$ cat config.mk
export PLATFORM = sky130hd
export DESIGN_NAME = gcn_accum_matrix_mem
export DESIGN_NICKNAME = d
export VERILOG_FILES = /design/src/rtl/gcn_accum_matrix_mem.sv
export SDC_FILE = /design/constraint.sdc
export NUM_CORES = 1
export LEC_CHECK = 0
export ABC_CLOCK_PERIOD_IN_PS = 8100
export CORE_MARGIN = 3
export CORE_UTILIZATION = 60
export CTS_BUF_LIST = sky130_fd_sc_hd__clkbuf_16
export DETAILED_ROUTE_END_ITERATION = 8
export PLACE_DENSITY_LB_ADDON = 0.25
export SYNTH_ARGS = -nofsm -noshare
export SYNTH_HDL_FRONTEND = slang
export SYNTH_SLANG_ARGS = --single-unit
export TNS_END_PERCENT = 30
$ cat constraint.sdc
create_clock -name i_clk -period 8.1 [get_ports i_clk]
set_clock_uncertainty 0.2 [all_clocks]
set_input_delay 2.025 -clock i_clk [delete_from_list [all_inputs] [get_ports i_clk]]
set_output_delay 2.025 -clock i_clk [all_outputs]
set_load 0.03 [all_outputs]
$ cat src/rtl/gcn_accum_matrix_mem.sv
// Purpose : ROWS x COLS row-accumulating matrix store for the GCN aggregation stage.
// Latency : writes commit at the accepting edge; reads return one cycle after i_rd_en.
// Backpres: o_wr_ready is 1 in IDLE, so writes are never stalled there. It is 0 for the ROWS-cycle clear sweep.
//
// Ports
//   i_clk / i_rst       rising-edge clock; asynchronous active-low reset
//   i_wr_*  o_wr_ready  valid/ready row write. i_wr_acc=1 adds into the row; 0 overwrites it.
//   i_rd_*  o_rd_*      registered row read. An out-of-range row returns zeros.
//   i_clear_req o_busy  starts the zeroing sweep; o_busy is high while the sweep runs.
//   o_row_written       bit r is set once row r has accepted a write since the last clear.
//   o_wr_err            sticky flag: a write to a row >= ROWS was dropped.
//   o_sat_flag          sticky flag: an accumulate was clamped (only with saturation built in).
//
// Build option: define ACCUM_SAT_EN to make accumulates saturate to the signed max/min.
//               By default accumulates wrap and o_sat_flag is tied to 0.
module gcn_accum_matrix_mem #(
   parameter int ROWS       = 6,
   parameter int COLS       = 3,
   parameter int DATA_WIDTH = 16,
   parameter int ROW_WIDTH  = (ROWS > 1) ? $clog2(ROWS) : 1
) (
   input  logic                  i_clk,
   input  logic                  i_rst,
   input  logic                  i_wr_valid,
   output logic                  o_wr_ready,
   input  logic [ROW_WIDTH-1:0]  i_wr_row,
   input  logic                  i_wr_acc,
   input  logic [DATA_WIDTH-1:0] i_wr_data [0:COLS-1],
   input  logic                  i_rd_en,
   input  logic [ROW_WIDTH-1:0]  i_rd_row,
   output logic [DATA_WIDTH-1:0] o_rd_data [0:COLS-1],
   output logic                  o_rd_valid,
   input  logic                  i_clear_req,
   output logic                  o_busy,
   output logic [ROWS-1:0]       o_row_written,
   output logic                  o_wr_err,
   output logic                  o_sat_flag
);

   typedef enum logic [0:0] {
      S_IDLE  = 1'b0,
      S_CLEAR = 1'b1
   } state_t;

   state_t                r_state;
   state_t                w_state_nxt;
   logic [ROW_WIDTH-1:0]  r_clr_ptr;
   logic [DATA_WIDTH-1:0] r_mem     [0:ROWS-1][0:COLS-1];
   logic [DATA_WIDTH-1:0] r_rd_data [0:COLS-1];
   logic                  r_rd_valid;
   logic [ROWS-1:0]       r_row_written;
   logic                  r_wr_err;

   logic                  w_wr_fire;
   logic                  w_wr_row_ok;
   logic                  w_rd_row_ok;
   logic                  w_wr_en;
   logic                  w_clr_last;
   logic [DATA_WIDTH-1:0] w_cur_row [0:COLS-1];
   logic [DATA_WIDTH-1:0] w_new_row [0:COLS-1];

   assign w_wr_row_ok = (int'(i_wr_row) < ROWS);
   assign w_rd_row_ok = (int'(i_rd_row) < ROWS);
   assign w_wr_fire   = i_wr_valid & o_wr_ready;
   assign w_wr_en     = w_wr_fire & w_wr_row_ok;
   assign w_clr_last  = (r_state == S_CLEAR) && (r_clr_ptr == ROW_WIDTH'(ROWS - 1));

   // ---------------- FSM ----------------
   always_ff @(posedge i_clk or negedge i_rst) begin
      if (!i_rst) begin
         r_state <= S_IDLE;
      end else begin
         r_state <= w_state_nxt;
      end
   end

   always_comb begin
      w_state_nxt = r_state;
      o_wr_ready  = 1'b0;
      o_busy      = 1'b0;
      case (r_state)
         S_IDLE: begin
            o_wr_ready = 1'b1;
            if (i_clear_req) begin
               w_state_nxt = S_CLEAR;
            end
         end
         S_CLEAR: begin
            o_busy = 1'b1;
            if (w_clr_last) begin
               w_state_nxt = S_IDLE;
            end
         end
         default: w_state_nxt = S_IDLE;
      endcase
   end

   // The sweep pointer rests at 0 outside CLEAR, so every sweep starts at row 0.
   always_ff @(posedge i_clk or negedge i_rst) begin
      if (!i_rst) begin
         r_clr_ptr <= '0;
      end else if (r_state == S_CLEAR) begin
         r_clr_ptr <= r_clr_ptr + 1'b1;
      end else begin
         r_clr_ptr <= '0;
      end
   end

   // ---------------- Write datapath ----------------
   // The read half of the read-modify-write is combinational. A back-to-back accumulate
   // into the same row therefore always sees the previous write.
   always_comb begin
      for (int c = 0; c < COLS; c++) begin
         w_cur_row[c] = w_wr_row_ok ? r_mem[i_wr_row][c] : '0;
      end
   end

`ifdef ACCUM_SAT_EN
   logic [DATA_WIDTH:0] w_ext_sum [0:COLS-1];
   logic                w_sat_any;
   logic                r_sat_flag;

   // The sum is widened by one bit. Overflow shows as the top two bits disagreeing,
   // and the top bit gives the true sign, which selects the clamp direction.
   always_comb begin
      w_sat_any = 1'b0;
      for (int c = 0; c < COLS; c++) begin
         w_ext_sum[c] = {w_cur_row[c][DATA_WIDTH-1], w_cur_row[c]}
                      + {i_wr_data[c][DATA_WIDTH-1], i_wr_data[c]};
         w_new_row[c] = i_wr_data[c];
         if (i_wr_acc) begin
            if (w_ext_sum[c][DATA_WIDTH] != w_ext_sum[c][DATA_WIDTH-1]) begin
               w_sat_any    = 1'b1;
               w_new_row[c] = w_ext_sum[c][DATA_WIDTH]
                            ? {1'b1, {(DATA_WIDTH-1){1'b0}}}
                            : {1'b0, {(DATA_WIDTH-1){1'b1}}};
            end else begin
               w_new_row[c] = w_ext_sum[c][DATA_WIDTH-1:0];
            end
         end
      end
   end

   always_ff @(posedge i_clk or negedge i_rst) begin
      if (!i_rst) begin
         r_sat_flag <= 1'b0;
      end else if (w_clr_last) begin
         r_sat_flag <= 1'b0;
      end else if (w_wr_en && i_wr_acc && w_sat_any) begin
         r_sat_flag <= 1'b1;
      end
   end

   assign o_sat_flag = r_sat_flag;
`else
   // Two's-complement add that wraps modulo 2^DATA_WIDTH.
   always_comb begin
      for (int c = 0; c < COLS; c++) begin
         w_new_row[c] = i_wr_acc ? (w_cur_row[c] + i_wr_data[c]) : i_wr_data[c];
      end
   end

   assign o_sat_flag = 1'b0;
`endif

   // Writes are blocked in CLEAR (wr_ready=0), so the sweep and writes never collide.
   always_ff @(posedge i_clk or negedge i_rst) begin
      if (!i_rst) begin
         for (int r = 0; r < ROWS; r++) begin
            for (int c = 0; c < COLS; c++) begin
               r_mem[r][c] <= '0;
            end
         end
      end else if (r_state == S_CLEAR) begin
         for (int c = 0; c < COLS; c++) begin
            r_mem[r_clr_ptr][c] <= '0;
         end
      end else if (w_wr_en) begin
         for (int c = 0; c < COLS; c++) begin
            r_mem[i_wr_row][c] <= w_new_row[c];
         end
      end
   end

   // ---------------- Status ----------------
   always_ff @(posedge i_clk or negedge i_rst) begin
      if (!i_rst) begin
         r_row_written <= '0;
         r_wr_err      <= 1'b0;
      end else if (w_clr_last) begin
         r_row_written <= '0;
         r_wr_err      <= 1'b0;
      end else begin
         if (w_wr_en) begin
            r_row_written[i_wr_row] <= 1'b1;
         end
         if (w_wr_fire && !w_wr_row_ok) begin
            r_wr_err <= 1'b1;
         end
      end
   end

   assign o_row_written = r_row_written;
   assign o_wr_err      = r_wr_err;

   // ---------------- Read port ----------------
   // The read samples the array before this edge's write lands, so a same-row
   // read and write in one cycle returns the old contents.
   always_ff @(posedge i_clk or negedge i_rst) begin
      if (!i_rst) begin
         r_rd_valid <= 1'b0;
         for (int c = 0; c < COLS; c++) begin
            r_rd_data[c] <= '0;
         end
      end else begin
         r_rd_valid <= i_rd_en;
         if (i_rd_en) begin
            for (int c = 0; c < COLS; c++) begin
               r_rd_data[c] <= w_rd_row_ok ? r_mem[i_rd_row][c] : '0;
            end
         end
      end
   end

   assign o_rd_data  = r_rd_data;
   assign o_rd_valid = r_rd_valid;

endmodule

# Word level (Yosys, flattened, before mapping)
# Cells that the tools add are included.
# word_totals
ff_bits	348
wordCells	106
# op_classes
eq_ne	1
n_addsub	4
n_reduce_logical	9
bitwise	13
magnitude_cmp	9
n_mux	44
# ops
cell	count
AND 288 bit	3
bitwise mux 288 bit	3
demux 48 bit (select 3 bit)	6
NOT 288 bit	3
2-to-1 mux 288 bit	2
binary-select mux 48 bit (select 3 bit)	2
2-to-1 mux 48 bit	6
2-to-1 mux 16 bit	11
2-to-1 mux 32 bit	2
adder 16 bit	3
>= comparator 4 bit, second input constant	3
2-to-1 mux 6 bit	2
NOT 3 -> 4 bit	3
< comparator 4 x 1 -> 1 bit, second input constant	2
2-to-1 mux 1 bit	7
< comparator 3 bit, second input constant	2
OR 6 bit	1
nonzero test 2 bit	3
logical AND 1 bit	5
< comparator 3 x 4 -> 1 bit, second input constant	1
adder 3 x 1 -> 3 bit, second input constant	1
demux 1 bit (select 3 bit)	1
== test 3 bit, second input constant	1
>= comparator 3 x 1 -> 1 bit, second input constant	1
other kinds (5)	6

# Longest topological paths before layout
# depth
ltp_word	12
depth_mapped	17
depth_no_buf	13

# Worst setup path after synthesis
# No wires, ideal clock.
# synth_path
kind	input to register
from	input port i_wr_row[0]
to	register r_mem[122] in the netlist's numbering
cell_stages	17
n_path_buf	4
slack_ns	2.476
setup_time_ns	0.134
arrival_ns	5.291
required_time_ns	7.766
cell_sequence	buf_4 -> buf_2 -> buf_2 -> buf_2 -> mux2i_1 -> nor2_1 -> a21oi_1 -> nand3_1 -> ha_1 -> fa_1 -> a21oi_1 -> o211ai_1 -> a21o_1 -> a21oi_1 -> o21a_1 -> xor2_1 -> o21ai_0
# synth_between
elab_chain_cells	12
word_cells_on_any_way	28
# synth_rtl
item	line_no	source
start, declared	26	input logic [ROW_WIDTH-1:0] i_wr_row,
NOT 3 -> 4 bit (not written as such)	114, 180	
binary-select mux 48 bit (select 3 bit)	114	w_cur_row[c] = w_wr_row_ok ? r_mem[i_wr_row][c] : '0;
2-to-1 mux 48 bit (not written as such) (2 in series)	114	
2-to-1 mux 16 bit	114	
adder 16 bit	159	w_new_row[c] = i_wr_acc ? (w_cur_row[c] + i_wr_data[c]) : i_wr_data[c];
2-to-1 mux 16 bit	159	
bitwise mux 288 bit (3 in series)	180	r_mem[i_wr_row][c] <= w_new_row[c];
2-to-1 mux 288 bit	178	end else if (w_wr_en) begin
2-to-1 mux 288 bit	174	end else if (r_state == S_CLEAR) begin
end signal, assigned by index	180	
end, declared	48	logic [DATA_WIDTH-1:0] r_mem [0:ROWS-1][0:COLS-1];
# Parallel ways exist; a longest one is shown, timed or not. The select of a mux whose other input is x is not followed.
# A chain may end at the register's enable or synchronous reset.

# Worst setup path in the final report
# layout_path
from	input port i_wr_row[2]
to	register r_mem[44] in the netlist's numbering
# Same word-level chain as after synthesis.

==> results.md <==
- Htree depth: 2
- Initial antenna violation count: 0
- Min cycle time layout: 6.67 ns
- Setup_tns: 0 ns
- Die Y: 185 µm
- Nature of the critical path startpoint: input port
- Routed len/inst: 26.1 µm
- Clk slew on worst S/H paths: 0.06 ns
- Core area: 0.0311 mm²
- Slowest cell on crit path: clkdlybuf4s50_1
- Sequential-to-total area share from yosys stat: 45.2%
- Asr flop ratio synth: 100%
- Nets: 2103
- Post-route ant nets: 0
- Number of I/O port buffers: 117
- Crit path kind: in2reg
- PD cells: 276 mW/mm²
- Mapped Area: 0.0193 mm²
- Inst Count DP: 2349
- Slew @ Worst Pin: 1.33 ns
- Postcts setup bufs: 0
- MaxCap Viol Count: 0
- RePlAce Congestion: 0.935
- CP max stage delay: 0.85 ns
- Setup ws final: 1.43 ns
- Final wirelength: 62.9 mm
- Via density per instance: 7.19
- Yosys warns: 0
- Non-filler cells, final: 2416
- Peak VDD IR: 0.230 mV
- Hold WC Path Type: reg2reg
- CP required: 8.37 ns
- Largest net degree at the start of global routing: 156
- DRT Pass-1 Iters: 7
- Initial Util: 61.8%
- Placed cell area: 0.0208 mm²
- Post-route DRC: 0
- Setup-failing EPs final: 0
- Fin. max-slew vios: 0
- P&R area growth vs syn: 13.9%
- Hold Buf Count CTS: 0
- Post_cts resized: 0
- Hold path startpoint: o_row_written[4]
- Max_slew headroom: 11.0%
- Post-synth cell types: 80
- WP buf/inv: 2
- Delay-heaviest family, CP: compound AO/OA/AOI/OAI gates
- Initial DRC count: 2249
- Leakage: 0.00969 µW
- Dpl hpwl: 36.9 mm
- TritonCTS clock tree: done
- Die area: 0.0343 mm²
- Vias: 17400
- Crit. Startpoint: i_wr_row[2]
- Gr usage total: 36.7%
- Final Cell Area: 0.0219 mm²
- Vias in the first global route: 17500
- Post-Synthesis Cells: 1940
- Rows: 64
- Later-pin clock latency in the skew report: 0.54 ns
- Die Width: 185 µm
- Crit path DAT: 6.94 ns
- Worst slack, placed: 1.06 ns
- Crit Path Max Fanout: 23
- Syn Nets: 2050
- Worst-case clock buffer depth: 3
- Worst Setup End Kind: flop
- Period utilization: 82.3%
- FF-to-FF Start: r_state
- Post-synth EDFFs: 0
- Crit path cell chain: clkdlybuf4s50_1 -> or2_2 -> nor2_2 -> buf_4 -> a22oi_1 -> nand3_1 -> ha_1 -> fa_1 -> a21oi_1 -> o22ai_1 -> a311oi_1 -> o21ai_0 -> nand2_1 -> mux2i_1 -> a31o_2
- Share of cells above drive strength 1: 12.7%
- CTS sink count: 348
- Register bit total from synthesis: 348
- Outcome: finished clean
- RSZ-0062 raised after global routing: false
- Largest area contributor in the netlist: dfrtp_1
- Top cell type's share of synthesized area: 45.2%
- Ys flop type: dfrtp_1
- Antenna diode count: 0
- Num CTS Buffers: 38
- Clk root buf: clkbuf_16
- Final hold violations: 0
- Grt ovf: 0
- Syn_area_per_cell: 9.93 µm²
- I/O pin cnt: 119
- Top cells by area, synth: dfrtp_1 45%, a22oi_1 6.5%, o21ai_0 6.4%, mux4_2 6.1%, nand2_1 5.3%
- Max frequency: 150 MHz
- First-pass GRT wire length: 97.6 mm
[per-layer routing]
| layer | track usage [%] | share of wire [%] |
|---|---|---|
| met5 | 0 | 0 |
| met4 | 19.4 | 5.7 |
| met3 | 8.39 | 12 |
| met2 | 57.4 | 46 |
| met1 | 48.1 | 37 |
[synthesized netlist by cell type, types with 8 or more instances]
master,n
a21o_1,17
a21oi_1,99
a221o_1,11
a221oi_1,8
a22o_1,28
a22oi_1,167
a31oi_1,8
buf_1,17
buf_2,28
clkbuf_1,91
dfrtp_1,348
ha_1,47
inv_1,22
mux2_2,51
mux2i_1,57
mux4_2,52
nand2_1,271
nand3_1,52
nor2_1,109
nor2b_1,14
o21a_1,13
o21ai_0,246
xnor2_1,24
xor2_1,14
[area by class of cell]
class | count | area, µm²
clock buffer | 41 | 1030
clock inverter | 26 | 139
fill | 2280 | 9220
inverter | 23 | 86.3
multi-input combinational | 1430 | 10000
sequential | 348 | 8710
tap | 396 | 495
timing repair buffer | 152 | 1460
[sequential cells by signal, summed over array words and instances (netlist names)]
register       cells
o_rd_valid         1
r_state            1
o_rd_data         48
o_wr_err           1
r_clr_ptr          3
o_row_written      6
r_mem            288
[final timing paths]
path	to	slack [ns]	depth (start not counted)
worst max register to register	r_mem[188]	4.22	7
worst min-delay path	o_row_written[4]	0.29	1
worst min register to register	o_row_written[4]	0.29	1
min in group asynchronous	o_rd_data[42]	1.28	1
max in group asynchronous	r_mem[147]	5.13	2
worst max-delay path	r_mem[44]	1.43	15
[cell families after synthesis]
kind of cell,Yosys count,share of synthesized area (%)
AO/OA/AOI/OAI,686,23.2
flip-flops,348,45.2
buffers and inverters,162,3.42
AND/OR/NAND/NOR,491,10.7
XOR/XNOR,39,1.81
other,1,0.0195
adder cells (fa/ha/maj),50,3.36
multiplexers,163,12.2
[cell usage in the layout (no fill, tap or decap), types with 7 or more instances in the layout]
master	n
mux2_2	51
nor2_1	102
a21o_1	17
o22ai_1	7
inv_1	32
o21a_1	13
nand2b_1	7
o21ai_1	7
clkinv_2	8
a22o_1	28
clkbuf_16	41
o21ai_0	246
a221o_1	11
nor2b_1	14
nand2_1	266
xnor2_1	24
a221oi_1	8
nand3_1	52
a22oi_1	167
dfrtp_1	348
mux2i_1	57
ha_1	47
xor2_1	14
buf_4	35
clkdlybuf4s50_1	111
a21oi_1	98
a32o_1	7
mux4_2	52
[where the power goes]
group	switching [µW]	total (µW)	internal (µW)
registers	331	2440	2110
clock network	719	1660	940
logic	1240	1950	712
total	2290	6050	3770
[stage by stage]
| stage | utilization, % | total power (µW) | hold slack, ns |
|---|---|---|---|
| 6_report | 70.4 | 6050 | 0.294 |
| 5_1_grt | 70.4 | 6300 | 0.309 |
| 4_1_cts | 70.4 | 5980 | 0.297 |
| 3_5_place_dp | 66.7 | 4340 | 0.283 |
| 3_3_place_gp | 66.7 | 4270 | 0.277 |
| 2_1_floorplan | - | 3620 | 0.261 |
No activity file was read; power rests on OpenSTA's default activity.
